$ cat src/rtl/pineball_pkg.sv
// Shared types and default geometry for the pineball sprite.
// The renderer imports the same SIZE so the drawn box matches the collision box.
package pineball_pkg;

  localparam int H_DISP_DEF = 640;
  localparam int V_DISP_DEF = 480;
  localparam int SIZE_DEF   = 5;

  typedef enum logic [1:0] {
    ST_IDLE   = 2'd0,
    ST_WAIT   = 2'd1,
    ST_STEP_X = 2'd2,
    ST_STEP_Y = 2'd3
  } state_t;

  // dir = 0 moves toward larger coordinates, dir = 1 toward smaller ones
  typedef struct packed {
    logic [9:0] pos;
    logic       dir;
    logic       hit;
  } axis_t;

  function automatic axis_t axis_step(input logic [9:0] pos, input logic dir,
                                      input logic [2:0] speed, input logic [9:0] pmax);
    axis_t      res;
    logic [10:0] sum;
    res.pos = pos;
    res.dir = dir;
    res.hit = 1'b0;
    sum     = {1'b0, pos} + {8'd0, speed};
    if (speed == 3'd0) begin
      res.pos = pos;
    end else if (dir == 1'b0) begin
      if (sum >= {1'b0, pmax}) begin
        res.pos = pmax;
        res.dir = 1'b1;
        res.hit = 1'b1;
      end else begin
        res.pos = sum[9:0];
      end
    end else begin
      if (pos <= {7'd0, speed}) begin
        res.pos = 10'd0;
        res.dir = 1'b0;
        res.hit = 1'b1;
      end else begin
        res.pos = pos - {7'd0, speed};
      end
    end
    return res;
  endfunction

endpackage

$ cat src/rtl/pineball_motion_ctrl_frame_tick_gen.sv
// Detects the first line of vertical blanking and divides frames down
// to motion steps; step_req is a single-cycle request.
module frame_tick_gen
  import pineball_pkg::*;
#(
  parameter int V_DISP    = V_DISP_DEF,
  parameter int FRAME_DIV = 1
) (
  input  logic       clk,
  input  logic       rst_n,
  input  logic       clear,
  input  logic       run,
  input  logic [9:0] vga_ypos,
  output logic       step_req
);

  logic       eq;
  logic       eq_q;
  logic       tick;
  logic       last;
  logic [3:0] div;

  assign eq       = (vga_ypos == 10'(V_DISP));
  assign tick     = eq & ~eq_q;
  assign last     = (div == 4'(FRAME_DIV - 1));
  assign step_req = tick & run & last & ~clear;

  // Edge register and divider; divider freezes while run is low
  always_ff @(posedge clk) begin
    if (!rst_n) begin
      eq_q <= 1'b0;
      div  <= 4'd0;
    end else begin
      eq_q <= eq;
      if (clear) begin
        div <= 4'd0;
      end else if (tick && run) begin
        div <= last ? 4'd0 : div + 4'd1;
      end else begin
        div <= div;
      end
    end
  end

endmodule

$ cat src/rtl/pineball_motion_ctrl.sv
// Ball position owner: steps x then y once per divided frame during
// vertical blanking and reflects off the screen edges.
module pineball_motion_ctrl
  import pineball_pkg::*;
#(
  parameter int H_DISP    = H_DISP_DEF,
  parameter int V_DISP    = V_DISP_DEF,
  parameter int SIZE      = SIZE_DEF,
  parameter int FRAME_DIV = 1,
  parameter int INIT_X    = 320,
  parameter int INIT_Y    = 240
) (
  input  logic       clk,
  input  logic       rst_n,
  input  logic [9:0] vga_ypos,
  input  logic       run,
  input  logic       serve,
  input  logic [2:0] speed_x,
  input  logic [2:0] speed_y,
  output logic [9:0] pineball_x,
  output logic [9:0] pineball_y,
  output logic       bounce_x,
  output logic       bounce_y
);

  localparam logic [9:0] XMAX = 10'(H_DISP - 1 - SIZE);
  localparam logic [9:0] YMAX = 10'(V_DISP - 1 - SIZE);

  state_t state;
  state_t state_next;
  logic   step_req;
  logic   dir_x;
  logic   dir_y;
  axis_t  ax;
  axis_t  ay;

  frame_tick_gen #(
    .V_DISP   (V_DISP),
    .FRAME_DIV(FRAME_DIV)
  ) u_tick (
    .clk     (clk),
    .rst_n   (rst_n),
    .clear   (serve),
    .run     (run),
    .vga_ypos(vga_ypos),
    .step_req(step_req)
  );

  assign ax = axis_step(pineball_x, dir_x, speed_x, XMAX);
  assign ay = axis_step(pineball_y, dir_y, speed_y, YMAX);

  // State register
  always_ff @(posedge clk) begin
    if (!rst_n) begin
      state <= ST_IDLE;
    end else begin
      state <= state_next;
    end
  end

  // Next state; serve overrides whatever step was in flight
  always_comb begin
    state_next = state;
    if (serve) begin
      state_next = run ? ST_WAIT : ST_IDLE;
    end else begin
      case (state)
        ST_IDLE:   state_next = run ? ST_WAIT : ST_IDLE;
        ST_WAIT: begin
          if (step_req) begin
            state_next = ST_STEP_X;
          end else if (!run) begin
            state_next = ST_IDLE;
          end else begin
            state_next = ST_WAIT;
          end
        end
        ST_STEP_X: state_next = ST_STEP_Y;
        ST_STEP_Y: state_next = run ? ST_WAIT : ST_IDLE;
        default:   state_next = ST_IDLE;
      endcase
    end
  end

  // Axis updates and bounce pulses
  always_ff @(posedge clk) begin
    if (!rst_n || serve) begin
      pineball_x <= 10'(INIT_X);
      pineball_y <= 10'(INIT_Y);
      dir_x      <= 1'b0;
      dir_y      <= 1'b0;
      bounce_x   <= 1'b0;
      bounce_y   <= 1'b0;
    end else begin
      bounce_x <= 1'b0;
      bounce_y <= 1'b0;
      if (state == ST_STEP_X) begin
        pineball_x <= ax.pos;
        dir_x      <= ax.dir;
        bounce_x   <= ax.hit;
      end
      if (state == ST_STEP_Y) begin
        pineball_y <= ay.pos;
        dir_y      <= ay.dir;
        bounce_y   <= ay.hit;
      end
    end
  end

endmodule

$ cat config.mk
export PLATFORM = sky130hd
export DESIGN_NAME = pineball_motion_ctrl
export DESIGN_NICKNAME = d
export VERILOG_FILES = /design/src/rtl/pineball_pkg.sv /design/src/rtl/pineball_motion_ctrl_frame_tick_gen.sv /design/src/rtl/pineball_motion_ctrl.sv
export SDC_FILE = /design/constraint.sdc
export NUM_CORES = 1
export LEC_CHECK = 0
export CORE_MARGIN = 2
export CORE_UTILIZATION = 49
export DETAILED_ROUTE_END_ITERATION = 8
export HOLD_SLACK_MARGIN = 0.12
export PLACE_DENSITY = 0.72
export SLEW_MARGIN = 10
export SYNTH_ARGS = -nofsm -noshare
export SYNTH_HDL_FRONTEND = slang
export SYNTH_SLANG_ARGS = --single-unit
$ cat constraint.sdc
create_clock -name clk -period 2.56 [get_ports clk]
set_input_delay 0.384 -clock clk [delete_from_list [all_inputs] [get_ports clk]]
set_output_delay 0.384 -clock clk [all_outputs]
set_load 0.02 [all_outputs]
==> impl_table.tex <==
\begin{tabular}{lr}
\hline
Metric & Value \\
\hline
\multicolumn{2}{l}{\textbf{Logic synthesis}} \\
Number of nets produced by synthesis & about 400 \\
Proportion of synthesized chip area in sequential cells & between 20\% and 30\% \\
Most instantiated flip-flop cell in the synthesis netlist & dfxtp\_1 \\
Total standard cell area after synthesis & 2744 um2 \\
Ys Warns & 0 \\
Distinct cells, synth & between 70 and 80 \\
Post-synth ARST share & 0\% \\
Avg Cell Area, Syn & 7.729 um2 \\
Cells after Synth & 355 \\
Register bit total from synthesis & 31 \\
Post-synth EDFFs & 0 \\
\multicolumn{2}{l}{\textbf{Worst setup path}} \\
WP buf/inv & 2 \\
Flop-to-flop setup slack & roughly 0.038 ns \\
Cell with the largest stage delay on the worst path & fa\_2 \\
Cell-by-cell listing of the critical path & ha\_4, inv\_1, fa\_2, o21ba\_4, or3\_4, o32ai\_4, nor4\_4, buf\_4, a2111oi\_4, o221a\_1 \\
Worst setup EP type & flop \\
Endpoint of the lowest-slack register-to-register path & pineball\_y[2] \\
Launch point of the critical path & pineball\_y[0] \\
Depth of the most critical reg-to-reg path & 10 \\
CP arrival & 2.76 ns \\
Largest fanout on the critical path & 4 \\
Startpoint of the worst register-to-register path & pineball\_y[0] \\
Type of the setup path with the least slack & reg2reg \\
Number of logic stages on the critical path including buffering & 10 \\
Gate family responsible for the most delay along the worst path & compound AO/OA/AOI/OAI gates \\
CP Data Required Time & around 2.8 ns \\
Stage delay of the slowest cell on the critical path & 0.41 ns \\
Critical path endpoint & pineball\_y[2] \\
Kind of launch point of the worst setup path & flop \\
\multicolumn{2}{l}{\textbf{Global route}} \\
Initial antenna violation count & 0 \\
GRT Resource Usage Total & 28.44\% \\
First-pass GRT wire length & around 14 mm \\
Number of global-route vias before repair & $\sim$3000 \\
Maximum number of pins on one net before global-route repair & 16 \\
Remaining Overflow, GRT & 0 \\
\multicolumn{2}{l}{\textbf{Detailed routing}} \\
Antenna-violating nets left & 0 \\
Number of DRC violations after detailed routing & 0 \\
Via count of the routed design & 3334 \\
Pre-Repair DR Iteration Count & 5 \\
Drt first-iter violations & 469 \\
Final WL & 9.609 mm \\
Detail-routed net length per standard cell & 17.86 um \\
Via-per-instance ratio & 6.197 \\
\multicolumn{2}{l}{\textbf{Job}} \\
Number of max-cap violations & 0 \\
\multicolumn{2}{l}{\textbf{Outcome}} \\
Status & finished, final reports clean \\
\multicolumn{2}{l}{\textbf{CTS}} \\
Clock transition time at the flip-flop clock pins of the worst setup and hold paths & roughly 0.07 ns \\
Clock latency on the worst-skew pair & 0.29 ns \\
Maximum number of buffers from clock root to sink & 2 \\
Root Buffer Master & clkbuf\_8 \\
CTS tree & built \\
Clock Sinks & 31 \\
TritonCTS buffer count & 5 \\
Number of hold buffers added after CTS & 0 \\
Deepest level of the CTS H-tree & 2 \\
\multicolumn{2}{l}{\textbf{Power and ir drop}} \\
Total power density per cell area & around 260 nW/um2 \\
Final total power & 1.094 mW \\
Maximum VDD drop & 0.3065 mV \\
Leakage power & 1.618 nW \\
\multicolumn{2}{l}{\textbf{Placement}} \\
Cell area after placement & approximately 3700 um2 \\
Count of input and output buffers & 41 \\
Post-detail-place hpwl & 6.260 mm \\
Routability congestion estimate from global placement & 0.9362 \\
\multicolumn{2}{l}{\textbf{Finish}} \\
Post-route cell area & between 4000 and 5000 um2 \\
Fin nets & 506 \\
Synth-to-Final Area Change & 53.67\% \\
Most common cell after layout, fill and taps aside & buf\_4 \\
Fill cell instance count of the final layout & 367 \\
Top library cells by usage in the layout, fill and taps aside & 80 x buf\_4, 36 x clkdlybuf4s50\_1, 29 x dfxtp\_1, 24 x o21ai\_0 \\
Fraction of layout instances using a drive strength above 1 & 31.76\% \\
N\_diodes & 0 \\
Final Core Density & between 70\% and 80\% \\
\multicolumn{2}{l}{\textbf{Worst hold path}} \\
Class of the most critical hold timing path & reg2reg \\
Origin of the worst min-delay path & u\_tick.div[3] \\
\multicolumn{2}{l}{\textbf{STA}} \\
Worst slew slack as a fraction of its limit & a little over three fifths \\
Maximum frequency from static timing analysis & 396.5 MHz \\
Final setup skew & around 0.0091 ns \\
Final number of max-transition violations & 0 \\
Fin. Hold Viols & 0 \\
Clock period minus worst slack & 2.522 ns \\
Slew at the pin closest to its max-slew limit & 0.5597 ns \\
Final setup vio count & 0 \\
RSZ-0062 raised after global routing & true \\
Post-route fraction of the period consumed by the critical path & 98.51\% \\
TNS Setup & 0 ns \\
\multicolumn{2}{l}{\textbf{Floorplanning}} \\
Die outline area & between 6000 and 7000 um2 \\
Overall die height & 78.83 um \\
X dimension of the die & between 70 and 80 um \\
Top-Level Pins & 42 \\
Area of the core & 5473 um2 \\
Std-Cell Rows & 27 \\
Effective utilization at floorplan & around 50\% \\
\hline
\end{tabular}
[worst reg2reg max path, stage by stage (launching register included)]
cell and delay [ns]:
dfxtp_4 0.37, ha_4 0.13, inv_1 0.05, fa_2 0.41, o21ba_4 0.22, or3_4 0.34
o32ai_4 0.14, nor4_4 0.08, buf_4 0.16, a2111oi_4 0.35, o221a_1 0.23
[cell type report]
type                            instances  area, um2  share of cell area [%]
Sequential cell                        31      625.6                   14.84
Tap cell                               72      90.09                   2.137
Clock buffer                            7      96.34                   2.285
Multi-Input combinational cell        278       2267                   53.77
Inverter                               27      101.3                   2.404
Timing Repair Buffer                  122       1028                   24.39
Clock inverter                          1      7.507                  0.1780
[cells in the mapped netlist, drive strengths merged (3+ instances only)]
cell | n | share of area, %
a2111oi | 3 | 1.0
a211oi | 4 | 1.1
a21oi | 24 | 4.5
a22oi | 3 | 0.82
a31oi | 16 | 3.6
and3 | 4 | 0.91
buf | 8 | 1.8
clkbuf | 11 | 1.5
dfxtp | 31 | 23
fa | 4 | 2.9
ha | 17 | 7.8
inv | 26 | 3.6
mux2 | 3 | 1.2
mux2i | 3 | 1.1
nand2 | 19 | 2.6
nand2b | 6 | 1.4
nand3 | 14 | 2.6
nand4 | 3 | 0.68
nor2 | 25 | 3.5
nor2b | 7 | 1.6
nor3 | 14 | 2.6
nor3b | 3 | 0.82
nor4 | 4 | 0.91
o211ai | 4 | 1.1
o21ai | 30 | 5.6
o31ai | 7 | 2.1
o32ai | 4 | 1.3
or3 | 5 | 1.5
xnor2 | 8 | 2.6
xor2 | 4 | 1.3
[layer usage]
layer	GRT usage (%)	wire length (um)	vias to the layer above
li1	-	-	1539
met1	38.37	3919	1539
met2	46.58	4543	209
met3	4.886	806	47
met4	8.621	340	0
met5	0	0	-
[power breakdown]
group	total, mW	leakage (nW)	internal [mW]	switching (mW)
combinational	0.162	1.32	0.0873	0.0750
sequential	0.483	0.251	0.482	0.00101
clock	0.448	0.0505	0.245	0.204
total	1.09	1.62	0.814	0.279
[kinds of logic after synthesis]
kind of cell    after synthesis  synth area share [%]
fa+ha+maj                    21                 10.67
flops                        31                 22.62
xor+xnor                     12                 3.830
mux                           6                 2.326
simple gates                114                 22.03
buf+inv                      46                 6.976
compound gates              125                 31.56
[how the worst min path moves through the flow]
stage | to | slack (ns) | cells after the start
finish | u_tick.div[3] | 0.51 | 2
global route | u_tick.div[3] | 0.55 | 2
CTS | u_tick.div[3] | 0.51 | 2
detailed placement | u_tick.div[3] | 0.50 | 2
global placement | u_tick.div[3] | 0.48 | 2
floorplan | u_tick.div[3] | 0.47 | 2
[what timing repair did]
item	in CTS	in global routing
pin swaps	10	16
buffers inserted	2	5
endpoints found under the setup margin	14	23
resized for setup	29	43
gates cloned	0	0
[flip-flops by register name, indices dropped and copies added, names as in the netlist]
| register | cells |
|---|---|
| bounce_x | 1 |
| dir_y | 1 |
| u_tick.div | 4 |
| pineball_x | 10 |
| u_tick.eq_q | 1 |
| state | 2 |
| pineball_y | 10 |
| bounce_y | 1 |
| dir_x | 1 |
[metrics by stage]
stage	setup WS, ns	hold slack (ns)	std cells
after global placement	-0.4293	0.4838	524
final	0.03810	0.5078	538
after detailed placement	-0.5122	0.4965	524
after global routing	-0.03319	0.5476	538
after CTS	-0.01084	0.5064	534
after floorplan	0.03382	0.4711	355
No activity file was read; power rests on OpenSTA's default activity.
